File: config.mk
export PLATFORM = sky130hd
export DESIGN_NAME = gray2bin_tracker
export DESIGN_NICKNAME = d
export VERILOG_FILES = /design/src/rtl/gray2bin_tracker.sv
export SDC_FILE = /design/constraint.sdc
export NUM_CORES = 1
export LEC_CHECK = 0
export CORE_AREA = 2 2 39 41
export CTS_CLUSTER_SIZE = 20
export DETAILED_ROUTE_END_ITERATION = 6
export DIE_AREA = 0 0 41 43
export SLEW_MARGIN = 20
export SYNTH_ARGS = -nofsm -noshare
export SYNTH_HDL_FRONTEND = slang
export SYNTH_SLANG_ARGS = --single-unit
File: constraint.sdc
create_clock -name clk -period 0.9 [get_ports clk]
set_input_delay 0.09 -clock clk [delete_from_list [all_inputs] [get_ports clk]]
set_output_delay 0.09 -clock clk [all_outputs]
set_load 0.02 [all_outputs]
File: src/rtl/gray2bin_tracker.sv
// gray2bin_tracker: registered Gray-to-binary decoder with valid/ready
// handshake on both sides, one-deep output register, 1-cycle latency.
// Optional step tracking (dir, step_err, saturating err_count) is built
// only when GRAY_STEP_CHECK_EN is defined; otherwise those outputs are 0.
module gray2bin_tracker #(
  parameter int unsigned WIDTH = 4,
  parameter int unsigned CNT_W = 8
) (
  input  logic             clk,
  input  logic             rst_n,
  input  logic [WIDTH-1:0] gray,
  input  logic             in_valid,
  output logic             in_ready,
  output logic [WIDTH-1:0] binary,
  output logic             out_valid,
  input  logic             out_ready,
  output logic             dir,
  output logic             step_err,
  output logic [CNT_W-1:0] err_count,
  input  logic             clear
);

  // binary[i] is the XOR of gray[WIDTH-1:i]
  function automatic logic [WIDTH-1:0] gray_to_bin(input logic [WIDTH-1:0] g);
    logic [WIDTH-1:0] b;
    b = '0;
    for (int unsigned i = 0; i < WIDTH; i++) begin
      b[i] = ^(g >> i);
    end
    return b;
  endfunction

  logic             out_valid_q, out_valid_d;
  logic [WIDTH-1:0] binary_q, binary_d;
  logic             accept;

  assign in_ready  = !out_valid_q || out_ready;
  assign accept    = in_valid && in_ready;
  assign out_valid = out_valid_q;
  assign binary    = binary_q;

  // Output word register: load on accept, drop after transfer, else hold
  always_comb begin
    out_valid_d = out_valid_q;
    binary_d    = binary_q;
    if (accept) begin
      out_valid_d = 1'b1;
      binary_d    = gray_to_bin(gray);
    end else if (out_ready) begin
      out_valid_d = 1'b0;
    end
  end

  // Output word state flops
  always_ff @(posedge clk or negedge rst_n) begin
    if (!rst_n) begin
      out_valid_q <= 1'b0;
      binary_q    <= '0;
    end else begin
      out_valid_q <= out_valid_d;
      binary_q    <= binary_d;
    end
  end

`ifdef GRAY_STEP_CHECK_EN

  typedef enum logic [1:0] {
    S_IDLE  = 2'd0,
    S_TRACK = 2'd1,
    S_ERR   = 2'd2
  } state_e;

  state_e           state_q, state_d;
  logic [WIDTH-1:0] prev_gray_q, prev_gray_d;
  logic             dir_q, dir_d;
  logic             step_err_q, step_err_d;
  logic [CNT_W-1:0] err_count_q, err_count_d;
  logic [WIDTH-1:0] step_diff;
  logic             diff_zero;
  logic             diff_multi;
  logic             step_up;

  // More than one bit set <=> clearing the lowest set bit leaves a nonzero word
  assign step_diff  = gray ^ prev_gray_q;
  assign diff_zero  = (step_diff == '0);
  assign diff_multi = |(step_diff & (step_diff - WIDTH'(1)));
  assign step_up    = (gray_to_bin(gray) == (gray_to_bin(prev_gray_q) + WIDTH'(1)));

  assign dir       = dir_q;
  assign step_err  = step_err_q;
  assign err_count = err_count_q;

  // Step-tracking FSM: next state, reference word, dir/step_err and error count.
  // An accept coinciding with clear is handled as the first word after idle,
  // so it leaves the FSM tracking with that word as the new reference.
  always_comb begin
    state_d     = state_q;
    prev_gray_d = prev_gray_q;
    dir_d       = dir_q;
    step_err_d  = step_err_q;
    err_count_d = err_count_q;
    if (accept) begin
      prev_gray_d = gray;
      if (clear || (state_q == S_IDLE)) begin
        step_err_d = 1'b0;
        dir_d      = 1'b0;
        state_d    = S_TRACK;
      end else if (diff_multi) begin
        step_err_d = 1'b1;
        state_d    = S_ERR;
        if (err_count_q != '1) begin
          err_count_d = err_count_q + CNT_W'(1);
        end
      end else begin
        step_err_d = 1'b0;
        state_d    = S_TRACK;
        if (!diff_zero) begin
          dir_d = step_up;
        end
      end
    end else if (clear) begin
      state_d = S_IDLE;
    end
    if (clear) begin
      err_count_d = '0;
    end
  end

  // Step-tracking state flops
  always_ff @(posedge clk or negedge rst_n) begin
    if (!rst_n) begin
      state_q     <= S_IDLE;
      prev_gray_q <= '0;
      dir_q       <= 1'b0;
      step_err_q  <= 1'b0;
      err_count_q <= '0;
    end else begin
      state_q     <= state_d;
      prev_gray_q <= prev_gray_d;
      dir_q       <= dir_d;
      step_err_q  <= step_err_d;
      err_count_q <= err_count_d;
    end
  end

`else

  logic unused_clear;

  assign unused_clear = clear;
  assign dir          = 1'b0;
  assign step_err     = 1'b0;
  assign err_count    = '0;

`endif

endmodule

* Word level (Yosys, flattened, before mapping)
Cells that the tools add are included.
Storage, ports and cells: bits in registers 5, latch bits 0, RAM bits 0, ROM bits 0, bits of input ports 9, output and inout port bits 16, word-level logic and storage cells 12, memories 0
Cells by class: $add $sub $neg 0, multiply operators 0, divide/modulo/power cells 0, magnitude comparators 0, equality and inequality tests 0, shift operators 0, muxes and demuxes 2, bitwise logic cells 0, reductions and logical operators 8
Operators with widths (count):
- $reduce_xor A4 Y1 | 4
- $mux W1 | 2
- $reduce_bool A2 Y1 | 1
- $logic_and A1 B1 Y1 | 1
- $logic_not A1 Y1 | 1
- $logic_or A1 B1 Y1 | 1

* Longest topological paths before layout
depth in word-level cells 4, mapped depth 3, mapped depth without buffers 3

* Least setup slack after synthesis
OpenSTA, ideal clock, no wires.
path kind reg-to-reg, from register out_valid_q (netlist: out_valid), to register binary_q[0] (netlist: binary[0]), library setup time 0.125 ns, arrival 1.167 ns, required time 0.775 ns, slack -0.392 ns, stages on the path, launching flop included 4, buffers on the path 0, period minus slack after synthesis 1.292 ns, cell sequence dfrtp_1 -> nand2b_1 -> nand2_1 -> mux2_2
Between the ends: longest elaborated chain between the ends 3
RTL lines:
- start: declaration | line 33 | logic out_valid_q, out_valid_d;
- start signal: assignment | line 60 | out_valid_q <= out_valid_d;
- $logic_not A1 Y1 | line 37 | assign in_ready = !out_valid_q || out_ready;
- $logic_or A1 B1 Y1 | line 37
- via in_ready | line 13 | output logic in_ready,
- $logic_and A1 B1 Y1 | line 38 | assign accept = in_valid && in_ready;
- end signal: assignment | line 61 | binary_q <= binary_d;
- end: declaration | line 34 | logic [WIDTH-1:0] binary_q, binary_d;
The timed path passes the listed nets, and every way through them passes these cells. A chain may end at the register's enable or synchronous reset.

* Worst setup path after layout
from register out_valid_q (netlist: out_valid), to register binary_q[0] (netlist: binary[0])
Between the ends: longest elaborated chain between the ends 3
RTL lines (line):
- $logic_not A1 Y1 | 37
- $logic_or A1 B1 Y1 | 37
- $logic_and A1 B1 Y1 | 38
Every way passes these cells.

==> impl_metrics.toml <==
[synth]
synth_area_leader_cell = "sky130_fd_sc_hd__dfrtp_1"
synthesis.instances = 27
mappedNetlistArea_um2 = 308
yosysTopAreaCellShare_pct = 40.7
synth_cell_type_count = 9
syn_avg_cell_area_um2 = 11.4
yosysWarnings = 0
ys_async_sr_fraction_pct = 100
synth.area.top_cells = "sky130_fd_sc_hd__dfrtp_1 (41%), sky130_fd_sc_hd__buf_4 (24%), sky130_fd_sc_hd__mux2_2 (15%)"
synth_edf_count = 0
synthMostInstantiatedCell = "sky130_fd_sc_hd__buf_4"
synthFlopType = "sky130_fd_sc_hd__dfrtp_1"
seq_area_frac_synth_pct = 40.7
postSynthRegisterBits = 5
synth.cells.most_frequent = "sky130_fd_sc_hd__buf_4 (10), sky130_fd_sc_hd__dfrtp_1 (5), sky130_fd_sc_hd__mux2_2 (4), sky130_fd_sc_hd__nand2b_1 (2), sky130_fd_sc_hd__xnor2_1 (2)"

[placed_design]
finalWeightedCongestion = 0.661
portBuffers = 13
place_inst = 56

[worst_setup_path]
startpoint_type = "flip-flop"
setup.worst_path.end_class = "flip-flop"
timing.critical_path.from = "out_valid"
timing.critical_path.required_ns = 1.02
worst-endpoint-arrival_ns = 1.18
rr_startpoint = "out_valid"
timing.reg2reg.setup_slack_ns = -0.17
worstPathMaxFanout = 4
timing.setup.critical_path_class = "reg -> reg"

[timing]
final.period_utilization_pct = 118
fin_setup_tns_ns = -0.714
achievable-frequency_mhz = 939
finalSetupViolations = 5
timing.final.max_slew_violations = 0
hold-worst-slack_ns = 0.0698
rsz0062_at_grt = "yes"
final.setup_skew_ns = 0.00428
layout_setup_ws_ns = -0.165
period_needed_ns = 1.07
finalHoldViolCount = 0

[die]
dieWidth_um = 41
initial_utilization_pct = 22.2
design.core.area_mm2 = 0.00138
die_h_um = 43
design.die.area_mm2 = 0.00176
std_cell_rows = 14
design.portCount = 25

[power]
static-leakage-power_nw = 0.241
vdd.ir_drop.worst_uv = 688
cellPowerDensity_mw_per_mm2 = 1820

[grt]
global_route.overflow_total = 0
grt_first_pass_wirelength_um = 869
largest_net_degree_at_the_start_of_global_routing = 6
antenna_found_initial = 0
first_global_vias = 216
grt_total_usage_pct = 7.68

[detailed_routing]
via_per_inst = 3.43
drc_errors = 0
wl_per_cell_um = 8.66
postRouteAntennaNets = 0
routed-via-count = 209
routed_wirelength_um = 528
drt-initial-drc-count = 3
drt_first_pass_iters = 2

[finish]
area_growth_synth_to_finish_pct = 53.7
multi_input_area_um2 = 180
antenna-diode-count = 0
design.final.nets = 55
regArea_um2 = 126
n_fill_cell = 144
drive_gt1_share_pct = 42.2
finish.cell_count_without_fillers = 61

[clock_tree]
cts.sink_count = 5
cts-htree-levels = 1
tritoncts = "yes"
clock_tree.buffer_depth = 2
cts-buffers-inserted = 3
clockRootBuffer = "sky130_fd_sc_hd__clkbuf_4"
clkLatencyLatePin_ns = 0.24
clkSlewWorstSetupHoldPaths_ns = 0.05

[outcome]
failing_checks = "negative setup slack"
result_of_the_run = "complete, but fails checks"

[job]
drv.max_cap_violation_count = 0

[min_path]
worstHoldPathType = "in -> async"
-- power by group --
part / leakage (nW) / switching (mW) / internal (mW)
combinational: 0.169 / 0.166 / 0.145
clock: 0.0150 / 0.0900 / 0.167
sequential: 0.0568 / 0.0210 / 0.269
-- cells by family (layout without fill, tap and decap cells) --
family,after synthesis,count (layout),share of synthesized area [%]
simple gates,3,3,5.28
other cells,1,10,1.22
buf+inv,10,19,24.4
xor+xnor,4,4,13.8
flops,5,5,40.7
mux,4,4,14.6
-- critical path, cell delays in order, from the launching register on --
cell                       delay, ns
sky130_fd_sc_hd__dfrtp_2        0.41
sky130_fd_sc_hd__nand2b_4       0.07
sky130_fd_sc_hd__buf_6          0.11
sky130_fd_sc_hd__nand2_8        0.06
sky130_fd_sc_hd__mux2_4         0.30
-- sequential cells by signal (all words and copies together), names as in the netlist --
name       flops
binary         4
out_valid      1
-- final cells by class --
type / instances / share of cell area [%]
Clock buffer: 4 / 5.56
Multi-Input combinational cell: 21 / 38.1
Sequential cell: 5 / 26.7
Tap cell: 16 / 4.23
Timing Repair Buffer: 15 / 25.4
-- per-stage QoR --
step	total power [mW]	instance area, um2	setup slack, ns	utilization (%)
finish	0.859	473	-0.165	34.2
global route	0.924	473	-0.203	34.2
CTS	0.870	454	-0.171	32.8
detailed placement	0.614	440	-0.443	31.8
global placement	0.610	440	-0.442	31.8
floorplan	0.498	358	-0.155	-
-- repair_timing --
action                     CTS  global route
gates resized for setup     30             2
buffers inserted             0             1
setup endpoints to repair   10             6
hold buffers                 0             0
pin swaps                    1             2
-- final timing paths --
check                                  to  cells after the start
worst max-delay path            binary[0]                      4
worst min-delay path            binary[1]                      1
worst max register to register  binary[0]                      4
worst min register to register  binary[3]                      1
max in group asynchronous       out_valid                      1
min in group clk                binary[3]                      2
-- metal layers --
layer  global-route usage, %  vias up  share of wire [%]
met4                    4.00        0                  0
met5                       0        -                  0
li1                        -      101                  -
met2                    10.3       12                 50
met1                    9.18       96                 38
met3                    4.71        0                 12
-- placed cells by master, fill, tap and decap left out, drive strengths merged --
master,n
clkbuf,4
nand2b,2
dlymetal6s2s,1
clkdlybuf4s50,5
buf,8
conb,10
xnor2,2
dfrtp,5
xor2,2
dlygate4sd2,1
nand2,1
mux2,4
Power figures use the tool's default switching activity.
